<file path="src/rtl/alu_muldiv_sequencer.sv">
// Multi-cycle unsigned multiply/divide sequencer that time-shares the external
// 24-bit combinational ALU; results land in Hi/Lo for the mfhi/mflo path.
module alu_muldiv_sequencer #(
  parameter int unsigned WIDTH = 24,
  parameter int unsigned CNT_W = 5
) (
  input  logic             Clock,
  input  logic             Resetn,
  input  logic             Start,
  input  logic             Op,
  input  logic [WIDTH-1:0] OpA,
  input  logic [WIDTH-1:0] OpB,
  output logic             Busy,
  output logic             Done,
  output logic             DivZero,
  output logic [WIDTH-1:0] Hi,
  output logic [WIDTH-1:0] Lo,
  output logic [WIDTH-1:0] AluA,
  output logic [WIDTH-1:0] AluB,
  output logic             AluBNegate,
  output logic [1:0]       AluOp,
  input  logic [WIDTH-1:0] AluResult,
  input  logic             AluCarryOut
);

  localparam logic [CNT_W-1:0] LAST_CNT = CNT_W'(WIDTH - 1);
  localparam logic [1:0]       OP_AND   = 2'b00;
  localparam logic [1:0]       OP_ADD   = 2'b10;

  typedef enum logic [1:0] {
    IDLE = 2'd0,
    ITER = 2'd1,
    DONE = 2'd2
  } state_e;

  state_e           state_q, state_d;
  logic [WIDTH-1:0] hi_q, hi_d;
  logic [WIDTH-1:0] lo_q, lo_d;
  logic [WIDTH-1:0] m_q, m_d;
  logic [CNT_W-1:0] cnt_q, cnt_d;
  logic             op_q, op_d;
  logic             divzero_q, divzero_d;
  logic             busy_q, done_q;

  logic [WIDTH-1:0] shifted_rem;
  logic             sub_ok;

  assign shifted_rem = {hi_q[WIDTH-2:0], lo_q[WIDTH-1]};
  // Hi[MSB] set means the shifted remainder already exceeds any divisor.
  assign sub_ok      = AluCarryOut | hi_q[WIDTH-1];

  // State and datapath registers
  always_ff @(posedge Clock or negedge Resetn) begin
    if (!Resetn) begin
      state_q   <= IDLE;
      hi_q      <= '0;
      lo_q      <= '0;
      m_q       <= '0;
      cnt_q     <= '0;
      op_q      <= 1'b0;
      divzero_q <= 1'b0;
      busy_q    <= 1'b0;
      done_q    <= 1'b0;
    end else begin
      state_q   <= state_d;
      hi_q      <= hi_d;
      lo_q      <= lo_d;
      m_q       <= m_d;
      cnt_q     <= cnt_d;
      op_q      <= op_d;
      divzero_q <= divzero_d;
      busy_q    <= (state_d == ITER);
      done_q    <= (state_d == DONE);
    end
  end

  // Next-state and iteration datapath
  always_comb begin
    state_d   = state_q;
    hi_d      = hi_q;
    lo_d      = lo_q;
    m_d       = m_q;
    cnt_d     = cnt_q;
    op_d      = op_q;
    divzero_d = divzero_q;

    case (state_q)
      IDLE, DONE: begin
        if (Start) begin
          if (Op && (OpB == '0)) begin
            hi_d      = OpA;
            lo_d      = '1;
            divzero_d = 1'b1;
            state_d   = DONE;
          end else begin
            hi_d      = '0;
            lo_d      = OpA;
            m_d       = OpB;
            cnt_d     = '0;
            op_d      = Op;
            divzero_d = 1'b0;
            state_d   = ITER;
          end
        end else if (state_q == DONE) begin
          state_d = IDLE;
        end
      end

      ITER: begin
        cnt_d = cnt_q + CNT_W'(1);
        if (op_q) begin
          if (sub_ok) begin
            hi_d = AluResult;
            lo_d = {lo_q[WIDTH-2:0], 1'b1};
          end else begin
            hi_d = shifted_rem;
            lo_d = {lo_q[WIDTH-2:0], 1'b0};
          end
        end else begin
          if (lo_q[0]) begin
            hi_d = {AluCarryOut, AluResult[WIDTH-1:1]};
            lo_d = {AluResult[0], lo_q[WIDTH-1:1]};
          end else begin
            hi_d = {1'b0, hi_q[WIDTH-1:1]};
            lo_d = {hi_q[0], lo_q[WIDTH-1:1]};
          end
        end
        if (cnt_q == LAST_CNT) begin
          state_d = DONE;
        end
      end

      default: state_d = IDLE;
    endcase
  end

  // ALU drive: the ALU is only borrowed while iterating
  always_comb begin
    AluA       = '0;
    AluB       = '0;
    AluBNegate = 1'b0;
    AluOp      = OP_AND;
    if (state_q == ITER) begin
      AluOp = OP_ADD;
      AluB  = m_q;
      if (op_q) begin
        AluA       = shifted_rem;
        AluBNegate = 1'b1;
      end else begin
        AluA = hi_q;
      end
    end
  end

  assign Busy    = busy_q;
  assign Done    = done_q;
  assign DivZero = divzero_q;
  assign Hi      = hi_q;
  assign Lo      = lo_q;

endmodule

</file>
<file path="config.mk">
export PLATFORM = sky130hd
export DESIGN_NAME = alu_muldiv_sequencer
export DESIGN_NICKNAME = d
export VERILOG_FILES = /design/src/rtl/alu_muldiv_sequencer.sv
export SDC_FILE = /design/constraint.sdc
export NUM_CORES = 1
export LEC_CHECK = 0
export CAP_MARGIN = 20
export CORE_AREA = 2 2 148 150
export CTS_CLUSTER_SIZE = 28
export DETAILED_ROUTE_END_ITERATION = 10
export DIE_AREA = 0 0 150 152
export RECOVER_POWER = 50
export SYNTH_ARGS = -nofsm -noshare
export SYNTH_HDL_FRONTEND = slang
export SYNTH_SLANG_ARGS = --single-unit
export TNS_END_PERCENT = 50
</file>
<file path="constraint.sdc">
create_clock -name Clock -period 2.2 [get_ports Clock]
set_input_delay 0.44 -clock Clock [delete_from_list [all_inputs] [get_ports Clock]]
set_output_delay 0.44 -clock Clock [all_outputs]
set_load 0.01 [all_outputs]
</file>
==> results.toml, run 1 <==
[setup_path]
r2r_start = "state_q[0]"
setup.worst_path.start_class = "register"
rr_endpoint = "Hi[8]"
crit_path_end_kind = "output pin"
critical_path_class = "reg -> out"
crit_fanout = 26
rrSetupSlack_ns = 0.39
cp.arrival_ns = 1.67
rr_worst_depth = 6
required_ns = 1.76

[synthesis]
synth_top_family_by_area = "simple AND/OR/NAND/NOR gates"
ys_ff_latch = 83
async_reset_ff_frac = 1.00
synthCells = 572
synthesis.nets = 650
yosysSeqAreaShare = 0.400
synth_compound_area_frac = 0.201
ys.flop_type = "dfrtp_1"
yosys.area_share.simple = 0.202
yosys_warnings = 0
synth_top_area_share = 0.400
ys_types = 41
yosysTopAreaCell = "dfrtp_1"
synth_area_leaders = "dfrtp_1, mux2i_1, nand2_1"
synthMuxAreaShare = 0.145
synthXorXnorAreaFrac = 0
synth_fa_ha_area_frac = 0.00241
syn_area_um2 = 5200
syn_avg_cell_area_um2 = 9.09
synth_edf_count = 0

[pwr]
power.internal_uw = 6910
p_sw_frac = 0.411
pwr-share-clk = 0.141
total_power_uw = 11700
p_leak_uw = 0.00327
seq_power_share = 0.264
power_frac_comb = 0.595
powerDensity_nw_per_um2 = 1530
switchingPower_uw = 4830
peakVddDrop_mv = 0.605

[outcome]
status = "complete, no violations"

[cells_and_area]
ff_latch_area_um2 = 2080
final_cell_mix = "nand2_1, clkdlybuf4s50_1, dfrtp_1"
drive_gt1_frac = 0.104
final_common_cell = "nand2_1"
antenna_cells = 0
fill_cells = 2237
nets = 829
syn2layout_area_growth_pct = 47.9
multi_input_area_um2 = 2880

[detailed_routing]
ant_nets = 0
wl_met3_um = 1430
drt_first_iter_violations = 233
top_layer = "met5"
finalWirelength_um = 18200
via_per_inst = 4.81
wire_per_inst_um = 17.5
drt-met1-wl_um = 8270
dr.pass1.iters = 4
drc_errors = 0
route.met2.wl_um = 8160
vias = 4986

[grt]
grt_pass1_wl_um = 28700
grt_max_degree = 37
grt_usage = 0.160
overflow = 0
antenna_found_initial = 2
grt_pass1_vias = 4942

[flow_run]
maxCapViolCount = 0

[floorplanning]
die_h_um = 152
die_w_um = 150
io_pins = 179
core_um2 = 21400
start_util = 0.243
placementRows = 54
dieArea_um2 = 22800

[placement]
io_buffers = 177
gp_congestion = 0.783
hpwl_um = 13200

[cts]
cts_tree = "yes"
clockBufferDepth = 2
postCtsHoldBufs = 0
insertion_delay_ns = 0.34
cts_buffers = 9
root_buffer = "clkbuf_16"
clk_pin_slew_ns = 0.06
h-tree-depth = 3
clock-sinks = 83

[sta]
rsz0062_at_grt = "no"
finalHoldViolations = 0
finClkSkew_ns = 0.00756
holdWs_ns = 0.234
finalMaxSlewViolations = 0
setup_violations = 0
fin_crit_sh = 0.960
worstMarginPinSlew_ns = 0.958
period_minus_slack_ns = 2.11
fmax_mhz = 474
slew_headroom = 0.361

[min_path]
hold_class = "in -> async"
state kept, by name (all words and copies together) (netlist names):
register  count
Hi           24
Lo           24
m_q          24
cnt_q         5
state_q       2
Busy          1
DivZero       1
Done          1
op_q          1
routing by layer:
metal  track usage  up-vias
met2         0.243      148
met4        0.0449        4
met3        0.0502       21
met5             0        -
met1         0.220     2407
li1              -     2406
repair_timing:
action,CTS,global route
gates resized for setup,52,1
gates cloned,0,0
buffers inserted,3,0
endpoints found under the setup margin,50,1
cells by family (layout without fill, tap and decap cells):
logic type,after synthesis,after routing
other cells,1,1
compound gates,136,136
mux,69,69
simple gates,229,229
buf+inv,53,237
fa+ha+maj,1,1
flops,83,83
critical path, cell delays in order (launching register included):
cell,delay (ns)
dfrtp_1,0.36
nand2b_4,0.18
clkinv_2,0.09
buf_12,0.15
clkdlybuf4s50_1,0.54
final cells by class:
| cell class | instances | area share |
|---|---|---|
| flip-flops and latches | 83 | 0.271 |
| multi-input cells | 436 | 0.375 |
| clock buffers | 10 | 0.0298 |
| repair buffers | 219 | 0.267 |
| clock inverters | 6 | 0.0117 |
| well taps | 280 | 0.0456 |
| inverters | 2 | 0.00114 |
worst max-delay path by stage:
stage	startpoint	end	slack, ns	cells after the start
final	state_q[1]	AluOp[1]	0.09	4
after global routing	op_q	AluA[6]	0.02	4
after CTS	state_q[1]	AluOp[1]	0.06	4
after detailed placement	OpB[4]	m_q[1]	-0.15	6
after global placement	OpB[4]	m_q[0]	-0.14	6
after floorplan	OpB[4]	m_q[17]	0.44	6
Yosys cell counts (all sizes together), types with 2 or more instances:
| cell type | n |
|---|---|
| nand2 | 125 |
| dfrtp | 83 |
| o211ai | 48 |
| mux2i | 47 |
| nor2 | 32 |
| buf | 26 |
| clkbuf | 25 |
| and2 | 24 |
| nor2b | 24 |
| a21o | 23 |
| a211oi | 22 |
| a311o | 22 |
| mux2 | 22 |
| o21ai | 9 |
| a21oi | 4 |
| nand3 | 4 |
| nor3 | 4 |
| nor4 | 4 |
| a22o | 3 |
| and3 | 3 |
| nand2b | 3 |
| a22oi | 2 |
| nor4b | 2 |
power groups by stage:
| stage | clock [µW] | combinational (µW) | sequential [µW] |
|---|---|---|---|
| after floorplan | 0 | 4010 | 3010 |
| after global placement | 0 | 7470 | 3150 |
| after detailed placement | 0 | 7550 | 3140 |
| after CTS | 1710 | 7140 | 3110 |
| after global routing | 1790 | 7690 | 3230 |
| final | 1650 | 6990 | 3090 |
through the flow:
| step | instance area [µm²] | std cells | setup TNS [ns] | worst slack [ns] | utilization |
|---|---|---|---|---|---|
| 2_1_floorplan | 5200 | 572 | 0 | 0.442 | - |
| 3_3_place_gp | 7460 | 1017 | -2.31 | -0.144 | 0.350 |
| 3_5_place_dp | 7460 | 1017 | -2.25 | -0.147 | 0.350 |
| 4_1_cts | 7750 | 1036 | 0 | 0.0631 | 0.363 |
| 5_1_grt | 7690 | 1036 | 0 | 0.0154 | 0.360 |
| 6_report | 7690 | 1036 | 0 | 0.0884 | 0.360 |
Power figures use the tool's default switching activity.
==> inputs of run 2 (changes only) <==
--- a/config.mk
+++ b/config.mk
@@ -6,11 +6,12 @@
 export NUM_CORES = 1
 export LEC_CHECK = 0
 export CAP_MARGIN = 20
-export CORE_AREA = 2 2 148 150
+export CORE_AREA = 4 4 150 152
 export CTS_CLUSTER_SIZE = 28
 export DETAILED_ROUTE_END_ITERATION = 10
-export DIE_AREA = 0 0 150 152
+export DIE_AREA = 0 0 154 156
 export RECOVER_POWER = 50
+export SKIP_CTS_REPAIR_TIMING = 1
 export SYNTH_ARGS = -nofsm -noshare
 export SYNTH_HDL_FRONTEND = slang
 export SYNTH_SLANG_ARGS = --single-unit
==> constraint.sdc (replaced) <==
create_clock -name Clock -period 2 [get_ports Clock]
set_input_delay 0.4 -clock Clock [delete_from_list [all_inputs] [get_ports Clock]]
set_output_delay 0.4 -clock Clock [all_outputs]
set_load 0.01 [all_outputs]
==> run 2 against run 1 <==
- largest power group unchanged
- critical path type unchanged
- clock skew grew 0.0024 ns
- critical path depth is the same
- the flow now finishes with violations (negative setup slack)
- sequential share of layout area decreased by 0.94 points
- clock power rose by 5%
==> results.toml, run 2 (same netlist as run 1, synthesis figures left out) <==
[outcome]
status = "complete, but fails checks"
violations = "negative setup slack"

[setup_path]
required_ns = 1.60
crit_fanout = 17
rrSetupSlack_ns = 0.21
rr_endpoint = "Hi[6]"
cp.arrival_ns = 1.85
critical_path_class = "reg -> out"
r2r_start = "op_q"
setup.worst_path.start_class = "register"
crit_path_end_kind = "output pin"
rr_worst_depth = 7

[pwr]
p_sw_frac = 0.408
seq_power_share = 0.251
peakVddDrop_mv = 0.678
p_leak_uw = 0.00366
pwr-share-clk = 0.128
power.internal_uw = 7990
powerDensity_nw_per_um2 = 1690
power_frac_comb = 0.620
switchingPower_uw = 5500
total_power_uw = 13500

[detailed_routing]
via_per_inst = 4.85
drt_first_iter_violations = 241
ant_nets = 0
vias = 5065
wl_met3_um = 1810
dr.pass1.iters = 5
top_layer = "met5"
finalWirelength_um = 19300
drc_errors = 0
wire_per_inst_um = 18.5
drt-met1-wl_um = 8660
route.met2.wl_um = 8590

[floorplanning]
core_um2 = 21000
placementRows = 53
die_h_um = 156
io_pins = 179
die_w_um = 154
dieArea_um2 = 24000
start_util = 0.247

[sta]
finClkSkew_ns = 0.00997
period_minus_slack_ns = 2.25
finalMaxSlewViolations = 0
fmax_mhz = 445
fin_crit_sh = 1.12
slew_headroom = 0.577
setup_violations = 29
rsz0062_at_grt = "yes"
finalHoldViolations = 0
worstMarginPinSlew_ns = 0.635
setup_ws_ns = -0.247

[cts]
cts_tree = "yes"
cts_buffers = 9
clk_pin_slew_ns = 0.07
insertion_delay_ns = 0.34
clock-sinks = 83
h-tree-depth = 3
root_buffer = "clkbuf_16"
clockBufferDepth = 2

[min_path]
hold_depth = 2
min_from = "DivZero"
hold_class = "reg -> reg"
min_to = "DivZero"

[grt]
grt_pass1_wl_um = 30100
antenna_found_initial = 2
grt_max_degree = 41
grt_usage = 0.157
grt_pass1_vias = 5221
overflow = 0

[cells_and_area]
antenna_cells = 0
nets = 843
final_common_cell = "nand2_1"
drive_gt1_frac = 0.130
syn2layout_area_growth_pct = 53.2
fin_util = 0.379
final_cell_mix = "nand2_1, clkdlybuf4s50_1, dfrtp_1"
finalInstanceArea_um2 = 7970

[placement]
hpwl_um = 14300
place_area_um2 = 7610
gp_congestion = 0.782
io_buffers = 177

[flow_run]
maxCapViolCount = 0
==> run 2: cell types whose count changed in the layout (fill, tap and decap cells not counted), sizes merged, moves of 7 or more <==
cell           before  now
dlygate4sd2        49    0
dlymetal6s2s        0   37
clkdlybuf4s50     104  118
buf                37   50
dlygate4sd3        23   15
clkbuf             16   23
==> run 2: power groups by stage <==
stage                     Combinational (µW)  Clock (µW)  Sequential (µW)
after CTS                               8680        1780             3410
after detailed placement                8630           0             3430
after floorplan                         4420           0             3310
after global placement                  8550           0             3410
after global routing                    9140        1860             3540
final                                   8370        1730             3390
==> run 2: how the worst max path moves through the flow <==
| stage | start | endpoint | slack (ns) | depth (start not counted) |
|---|---|---|---|---|
| after global placement | OpB[4] | m_q[1] | -0.35 | 7 |
| after global routing | op_q | AluA[14] | -0.33 | 4 |
| after floorplan | OpB[4] | m_q[17] | 0.28 | 6 |
| after detailed placement | OpB[4] | m_q[1] | -0.32 | 7 |
| final | op_q | AluA[17] | -0.25 | 4 |
| after CTS | state_q[1] | AluA[4] | -0.38 | 5 |
==> run 2: final cells by class <==
cell class,count,area [µm²]
sequential,83,2080
fill,2128,13100
timing repair buffer,233,2350
multi-input combinational,436,2880
tap,275,344
clock inverter,6,65.1
inverter,2,7.51
clock buffer,10,239
==> run 2: through the flow <==
stage                     hold WS (ns)  setup WS [ns]  setup TNS, ns  instances
after floorplan                  0.104          0.282              0        572
after global placement           0.335         -0.355         -15.69       1026
after detailed placement         0.336         -0.324         -13.32       1026
after CTS                      -0.0378         -0.384         -15.35       1042
after global routing             0.515         -0.327          -6.08       1045
final                            0.473         -0.247          -4.23       1045
==> run 2: layer usage <==
layer,track usage,up-vias
met5,0,-
met4,0.0374,4
met3,0.0588,21
met2,0.244,178
met1,0.209,2429
li1,-,2433
==> run 2: critical path, stage by stage, from the launching register on <==
cell	delay, ns
dfrtp_4	0.56
buf_8	0.19
mux2i_1	0.12
nor2_1	0.09
clkdlybuf4s50_1	0.54
